File: src/rtl/eth_fcs_pkg.sv
// Shared constants and types for the receive-path FCS checker.
//   ETH_CRC_POLY / ETH_CRC_INIT : reflected CRC-32 polynomial and register seed
//   ETH_CRC_RESIDUE             : crc_out seen after a correct frame including its FCS
//   ETH_MIN_BYTES / MAX_BYTES   : default legal frame length bounds, FCS included
//   fcs_state_t                 : checker FSM state
//   bitrev32                    : bit-order reversal helper
package eth_fcs_pkg;

  localparam logic [31:0] ETH_CRC_POLY    = 32'hEDB8_8320;
  localparam logic [31:0] ETH_CRC_INIT    = 32'hFFFF_FFFF;
  localparam logic [31:0] ETH_CRC_RESIDUE = 32'h38FB_2284;

  localparam int unsigned ETH_MIN_BYTES = 64;
  localparam int unsigned ETH_MAX_BYTES = 1522;

  typedef enum logic [1:0] {
    IDLE = 2'd0,
    RUN  = 2'd1,
    DROP = 2'd2
  } fcs_state_t;

  function automatic logic [31:0] bitrev32(input logic [31:0] v);
    logic [31:0] r;
    r = '0;
    for (int unsigned i = 0; i < 32; i++) begin
      r[i] = v[31-i];
    end
    return r;
  endfunction

endpackage

File: src/rtl/crc32_dw.sv
// Reflected CRC-32 register consuming DW bits per clock, bit 0 first.
//   clk, rst : clock, synchronous active-low reset (register -> ETH_CRC_INIT)
//   init     : restart from ETH_CRC_INIT; combined with en, the beat is folded
//              into the seed rather than the current register
//   en       : fold d into the CRC this cycle
//   d        : data beat, d[0] is earliest on the wire
//   crc_out  : bit-reversed complement of the register
module crc32_dw
  import eth_fcs_pkg::*;
#(
  parameter int unsigned DW = 2
) (
  input  logic          clk,
  input  logic          rst,
  input  logic          init,
  input  logic          en,
  input  logic [DW-1:0] d,
  output logic [31:0]   crc_out
);

  logic [31:0] crc_q;
  logic [31:0] crc_next;

  always_comb begin
    crc_next = init ? ETH_CRC_INIT : crc_q;
    if (en) begin
      for (int unsigned i = 0; i < DW; i++) begin
        crc_next = {1'b0, crc_next[31:1]} ^
                   ((crc_next[0] ^ d[i]) ? ETH_CRC_POLY : '0);
      end
    end
  end

  always_ff @(posedge clk) begin
    if (!rst) begin
      crc_q <= ETH_CRC_INIT;
    end else begin
      crc_q <= crc_next;
    end
  end

  assign crc_out = bitrev32(~crc_q);

endmodule

File: config.mk
export PLATFORM = sky130hd
export DESIGN_NAME = crc32_dw
export DESIGN_NICKNAME = d
export VERILOG_FILES = /design/src/rtl/eth_fcs_pkg.sv /design/src/rtl/crc32_dw.sv
export SDC_FILE = /design/constraint.sdc
export NUM_CORES = 1
export LEC_CHECK = 0
export ABC_CLOCK_PERIOD_IN_PS = 1930
export BUFFER_PORTS_ARGS = -buffer_cell sky130_fd_sc_hd__buf_2
export CELL_PAD_IN_SITES_DETAIL_PLACEMENT = 1
export CELL_PAD_IN_SITES_GLOBAL_PLACEMENT = 1
export CORE_MARGIN = 2
export CORE_UTILIZATION = 38
export CTS_CLUSTER_DIAMETER = 50
export DETAILED_ROUTE_END_ITERATION = 8
export PLACE_DENSITY_LB_ADDON = 0.25
export REMOVE_ABC_BUFFERS = 1
export SETUP_SLACK_MARGIN = 0.3
export SLEW_MARGIN = 40
export SYNTH_ARGS = -nofsm -noshare
export SYNTH_HDL_FRONTEND = slang
export SYNTH_SLANG_ARGS = --single-unit
File: constraint.sdc
create_clock -name clk -period 1.93 [get_ports clk]
set_clock_uncertainty 0.2 [all_clocks]
set_input_delay 0 -clock clk [delete_from_list [all_inputs] [get_ports clk]]
set_output_delay 0 -clock clk [all_outputs]
set_load 0.05 [all_outputs]
==> results of run 1 <==
-- power by group --
| group | switching, mW | internal (mW) | total (mW) | leakage [nW] |
|---|---|---|---|---|
| combinational | 0.292 | 0.140 | 0.432 | 0.831 |
| clock | 0.272 | 0.290 | 0.561 | 0.0445 |
| sequential | 0.0296 | 0.697 | 0.727 | 0.263 |
-- worst max-delay path by stage --
| stage | slack [ns] | startpoint | end |
|---|---|---|---|
| CTS | 0.29 | crc_q[1] | crc_q[23] |
| detailed placement | 0.23 | crc_q[1] | crc_q[23] |
| global placement | 0.31 | crc_q[1] | crc_q[19] |
| global route | 0.27 | crc_q[1] | crc_q[30] |
| finish | 0.31 | crc_q[1] | crc_q[23] |
| floorplan | 0.14 | crc_q[1] | crc_q[26] |
-- cell usage after synthesis --
cell,count
a21o_1,1
a21oi_1,7
a22oi_1,1
a2bb2oi_1,13
buf_2,3
buf_4,1
buf_6,3
clkbuf_1,8
clkinv_1,1
dfxtp_1,32
inv_1,33
nand2_1,27
nand3_1,2
nor2_1,2
nor2b_1,4
nor3_1,6
o211ai_1,12
o21ai_0,29
o22ai_1,6
o311ai_1,1
o31ai_1,5
or4_1,1
xnor2_1,14
xnor2_2,1
xor2_1,2
-- stage by stage --
step | util | std cells
global route | 0.4918 | 313
floorplan | - | 200
detailed placement | 0.4458 | 299
finish | 0.4918 | 313
global placement | 0.4458 | 299
CTS | 0.4831 | 313
-- cell type report --
| cell class | count | area share |
|---|---|---|
| inverter | 34 | 0.06043 |
| sequential | 32 | 0.3045 |
| timing repair buffer | 53 | 0.1511 |
| clock inverter | 1 | 0.003554 |
| tap | 52 | 0.03081 |
| clock buffer | 7 | 0.04088 |
| multi-input combinational | 134 | 0.4088 |
-- cells by family (layout without fill, tap and decap cells) --
logic type / count (synthesis) / after routing / share of synthesized area
compound gates: 75 / 75 / 0.2883
buf+inv: 49 / 95 / 0.1277
simple gates: 42 / 42 / 0.1083
flops: 32 / 32 / 0.3824
xor+xnor: 17 / 17 / 0.09336
-- critical path: cells and delay by family (launching register included) --
kind             cells  cell delay, ns
AND/OR/NAND/NOR      1            0.49
flip-flops           1            0.35
AO/OA/AOI/OAI        2            0.27
XOR/XNOR             1            0.16
-- cells in the final DEF (no fill, tap or decap) --
| master | instances |
|---|---|
| buf_2 | 37 |
| inv_1 | 33 |
| dfxtp_1 | 30 |
| o21ai_0 | 29 |
| nand2_1 | 27 |
| xnor2_1 | 13 |
| a2bb2oi_1 | 13 |
| o211ai_1 | 12 |
| buf_4 | 11 |
| nor3_1 | 6 |
| o22ai_1 | 6 |
| clkbuf_8 | 6 |
| nor2b_1 | 4 |
| o31ai_1 | 4 |
| a21oi_2 | 4 |
| dlygate4sd3_1 | 4 |
| a21oi_1 | 3 |
| xor2_1 | 2 |
| nand3_1 | 2 |
| nor2_1 | 2 |
| dfxtp_2 | 2 |
| clkinv_1 | 1 |
| a21o_1 | 1 |
| xnor2_4 | 1 |
| xnor2_2 | 1 |
| or4_4 | 1 |
| o311ai_1 | 1 |
| o31ai_2 | 1 |
| a22oi_1 | 1 |
| clkbuf_1 | 1 |
| clkinvlp_4 | 1 |
| buf_6 | 1 |
-- routing by layer --
layer	vias up	share of wire
li1	817	-
met1	815	0.47
met2	26	0.48
met3	11	0.028
met4	0	0.024
met5	-	0
-- repair_timing --
item | 4_1_cts | 5_1_grt
buffers inserted | 2 | 0
pin swaps | 1 | 1
hold buffers | 4 | 0
gates cloned | 0 | 0
hold endpoints to repair | 21 | 0
setup endpoints to repair | 6 | 5
resized for setup | 2 | 9
==> results.toml, run 1 <==
[layout]
reg.largest.list = "crc_q x32"
multiInputGateArea_um2 = 863.3
largest_reg_flops = 32
syn_to_final_growth_pct = 26.06
n_antenna_cell = 0
stdcell_area_um2 = 2112
drive_gt1_frac = 0.2529
largest_register = "crc_q"
register_area_um2 = 643.1
final_nets = 266
fillers = 554

[grt]
top_usage_layer = "met2"
antenna_found_initial = 0
gr-total-overflow = 0
grt_use_met3 = 0.04329
grt_use_met2 = 0.3459
grt_util_met1 = 0.2801
grt_pass1_vias = 1646
grt_max_degree = 30
grt_pass1_wl_um = 8204
grt_usage = 0.2160

[clocking]
cts_buffer_depth = 2
cts_root_buf = "clkbuf_8"
clock_sinks = 32
cts_buffers = 5
path_clk_slew_ns = 0.07
insertion_delay_ns = 0.29
cts_max_level = 2
cts_tree = "yes"

[sta]
hold_viol = 0
fin_crit_sh = 0.8381
final.setup.tns_ns = 0
holdWs_ns = 0.01003
finalSetupViolations = 0
layout_min_cycle_time_ns = 1.618
grt_setup_unrepaired = "true"
tightest_slew_ns = 0.5919
fmax_mhz = 618.2
slew_headroom = 0.6041
report.final.slew_viol_count = 0
finalWorstSetupSlack_ns = 0.3124

[critical_path]
arrival_ns = 1.57
crit_slowest_cell = "or4_4"
cp_data_required_time_ns = 1.88
rr_worst_depth = 4
crit_type = "flop to flop"
r2r_setup_slack_ns = 0.31
slowest_delay_ns = 0.49
rr_startpoint = "crc_q[1]"
critPathLaunchType = "flop"
rr_endpoint = "crc_q[23]"
worstPathMaxFanout = 6
critical_path.cell_chain = "xnor2_4 > or4_4 > a21oi_2 > o31ai_1"
cp-end-kind = "flop"

[route]
firstDrtPassIters = 4
post-route-drc-count = 0
routedWlPerCell_um = 16.36
vias_per_cell = 5.332
drtIter0Drc = 126
drt_wl_total_um = 5121
dr_total_vias = 1669
final_antenna_net_count = 0

[placed_design]
place_hpwl_um = 3493
pre_cts_ws_ns = 0.2285
place_congestion = 0.7759
placed_cell_area_um2 = 1914
io_buffers = 37

[min_path]
hold_path_class = "input port to flop"
holdPathEnd = "crc_q[10]"
whs_path_depth = 3
hold_path.startpoint = "en"

[floorplan]
dieArea_um2 = 4956
coreArea_um2 = 4294
fp.dieW_um = 70.40
dieHeight_um = 70.40
num_rows = 24
initial_core_util = 0.3902
boundaryPins = 38

[synthesis]
ys_seq_area_frac = 0.3824
syn_area_um2 = 1675
synth_area_per_cell_um2 = 7.792
syn_inst = 215
yosysWarnings = 0
synth_cell_type_count = 25
synth_top_cell_area_share = 0.3824
synth_seq_cells = 32
yosysTopAreaCell = "dfxtp_1"
synth_area_leaders = "dfxtp_1 (38%), o21ai_0 (8.7%), inv_1 (7.4%)"

[power_and_ir_drop]
total_power_mw = 1.720
leakagePower_nw = 1.138
power_density_nw_per_um2 = 814.3
vdd_drop_max_mv = 0.4999

[job]
max-cap-violations = 0

[outcome]
status = "finished, final reports clean"
(Power assumes the default switching activity.)
==> inputs of run 2 (changes only) <==
--- a/config.mk
+++ b/config.mk
@@ -5,7 +5,7 @@
 export SDC_FILE = /design/constraint.sdc
 export NUM_CORES = 1
 export LEC_CHECK = 0
-export ABC_CLOCK_PERIOD_IN_PS = 1930
+export ABC_CLOCK_PERIOD_IN_PS = 1600
 export BUFFER_PORTS_ARGS = -buffer_cell sky130_fd_sc_hd__buf_2
 export CELL_PAD_IN_SITES_DETAIL_PLACEMENT = 1
 export CELL_PAD_IN_SITES_GLOBAL_PLACEMENT = 1
==> constraint.sdc (replaced) <==
create_clock -name clk -period 1.6 [get_ports clk]
set_clock_uncertainty 0.2 [all_clocks]
set_input_delay 0 -clock clk [delete_from_list [all_inputs] [get_ports clk]]
set_output_delay 0 -clock clk [all_outputs]
set_load 0.05 [all_outputs]
==> run 2 against run 1 <==
Effect of this change: first-iteration DRC count fell by 5.6%; largest power group unchanged; sequential power increased by 22%; critical path depth is the same; the run now ends with negative setup slack left; critical path type unchanged.
==> results.toml, run 2 (synthesis results as in run 1) <==
[sta]
grt_setup_unrepaired = "true"
fin_crit_sh = 1.000
layout_min_cycle_time_ns = 1.600
slew_headroom = 0.5943
fmax_mhz = 625.0
hold_viol = 0
final.setup.tns_ns = -0.0001037
finalSetupViolations = 1
tightest_slew_ns = 0.6066
finalWorstSetupSlack_ns = -0.0001037
report.final.slew_viol_count = 0
holdWs_ns = 0.01249

[layout]
syn_to_final_growth_pct = 45.26
final_nets = 277
mostFrequentLayoutCells = "buf_2 (35), inv_1 (32), dfxtp_1 (30), nand2_1 (27), o21ai_0 (18)"
n_antenna_cell = 0
drive_gt1_frac = 0.3235
final_common_cell = "buf_2"
largest_reg_flops = 32
largest_register = "crc_q"
layout.cells.non_filler = 324
reg.largest.list = "crc_q x32"
post-route-util = 0.5667

[clocking]
cts_tree = "yes"
cts_max_level = 2
insertion_delay_ns = 0.29
cts_buffer_depth = 2
path_clk_slew_ns = 0.07
clock_sinks = 32
cts_root_buf = "clkbuf_8"
cts_buffers = 5

[floorplan]
fp.dieW_um = 70.40
boundaryPins = 38
initial_core_util = 0.3902
dieHeight_um = 70.40
num_rows = 24
dieArea_um2 = 4956
coreArea_um2 = 4294

[route]
met2_length_um = 3190
drt_wl_total_um = 6032
firstDrtPassIters = 4
vias_per_cell = 5.451
routedWlPerCell_um = 18.62
met1_length_um = 2474
top_layer = "met4"
final_antenna_net_count = 0
dr_total_vias = 1766
post-route-drc-count = 0
drtIter0Drc = 119
wl_met3_um = 266

[critical_path]
worstPathMaxFanout = 6
r2r_setup_slack_ns = -0.0001
rr_startpoint = "crc_q[1]"
rr_worst_depth = 4
crit_slowest_cell = "or4_4"
arrival_ns = 1.56
critPathLaunchType = "flop"
slowest_delay_ns = 0.48
cp_data_required_time_ns = 1.56
critical_path.cell_chain = "xnor2_2 > or4_4 > a21oi_1 > o31ai_1"
cp_num_buf_inv = 0
crit_type = "flop to flop"
rr_endpoint = "crc_q[23]"
cpLargestDelayFamily = "simple AND/OR/NAND/NOR gates"
cp-end-kind = "flop"

[min_path]
whs_path_depth = 4
holdPathEnd = "crc_q[29]"
hold_path.startpoint = "init"
hold_path_class = "input port to flop"

[grt]
grt_pass1_vias = 1786
grt_usage = 0.2276
grt_max_degree = 22
gr-total-overflow = 0
grt_pass1_wl_um = 8818
antenna_found_initial = 0

[job]
max-cap-violations = 0

[power_and_ir_drop]
total_power_mw = 2.174
power_density_nw_per_um2 = 893.5
leakagePower_nw = 1.282
vdd_drop_max_mv = 0.4757

[placed_design]
place_inst = 303
io_buffers = 37
place_hpwl_um = 3449
place_congestion = 0.8234

[outcome]
violations = "negative setup slack"
status = "finished with violations"
## run 2: changes by cell type in the layout (fill, tap and decap cells not counted), moves of 3 or more
cell / before / now
a2bb2oi_2: 0 / 6
xnor2_4: 1 / 7
buf_12: 0 / 3
o21ai_0: 29 / 18
buf_4: 11 / 15
o21ai_1: 0 / 11
xnor2_1: 13 / 5
buf_6: 1 / 5
a2bb2oi_1: 13 / 7
## run 2: how the worst max path moves through the flow
stage,start,to,slack (ns),depth (start not counted)
after CTS,crc_q[1],crc_q[19],0.05,4
after global routing,crc_q[1],crc_q[26],-0.03,6
after detailed placement,crc_q[1],crc_q[20],-0.04,4
after floorplan,crc_q[1],crc_q[26],-0.19,4
after global placement,crc_q[1],crc_q[23],0.001,4
final,crc_q[1],crc_q[23],-0.0001,4
## run 2: metrics by stage
stage	instance area (µm²)	setup slack [ns]
after global placement	1957	0.001257
final	2434	-0.0001037
after floorplan	1589	-0.1852
after CTS	2226	0.04666
after global routing	2434	-0.03289
after detailed placement	1957	-0.03621
## run 2: cell type report
type                            instances  area [µm²]
Sequential cell                        32       643.1
Multi-Input combinational cell        134        1028
Fill cell                             522        1861
Tap cell                               52       65.06
Clock buffer                            8       90.09
Inverter                               34       140.1
Timing Repair Buffer                   64       466.7
## run 2: worst min-delay path: cells and delay by family
kind	cells	cell delay [ns]
and+or+nand+nor	2	0.26
buffers and inverters	1	0.12
AOI/OAI and AO/OA	1	0.09
## run 2: routing by layer
layer,up-vias,global-route usage
li1,839,-
met1,872,0.2833
met2,44,0.3920
met3,11,0.04762
met4,0,0.06838
met5,-,0
## run 2: timing repair
action,in CTS,in global routing
hold buffers,6,0
gates resized for setup,31,30
hold endpoints to repair,27,0
buffers inserted,6,1
setup endpoints to repair,22,33
pin swaps,7,14
## run 2: report_power, final
group | total, mW | switching, mW | internal (mW)
registers | 0.886 | 0.0450 | 0.841
logic | 0.630 | 0.395 | 0.235
clock network | 0.658 | 0.307 | 0.351
total | 2.17 | 0.747 | 1.43
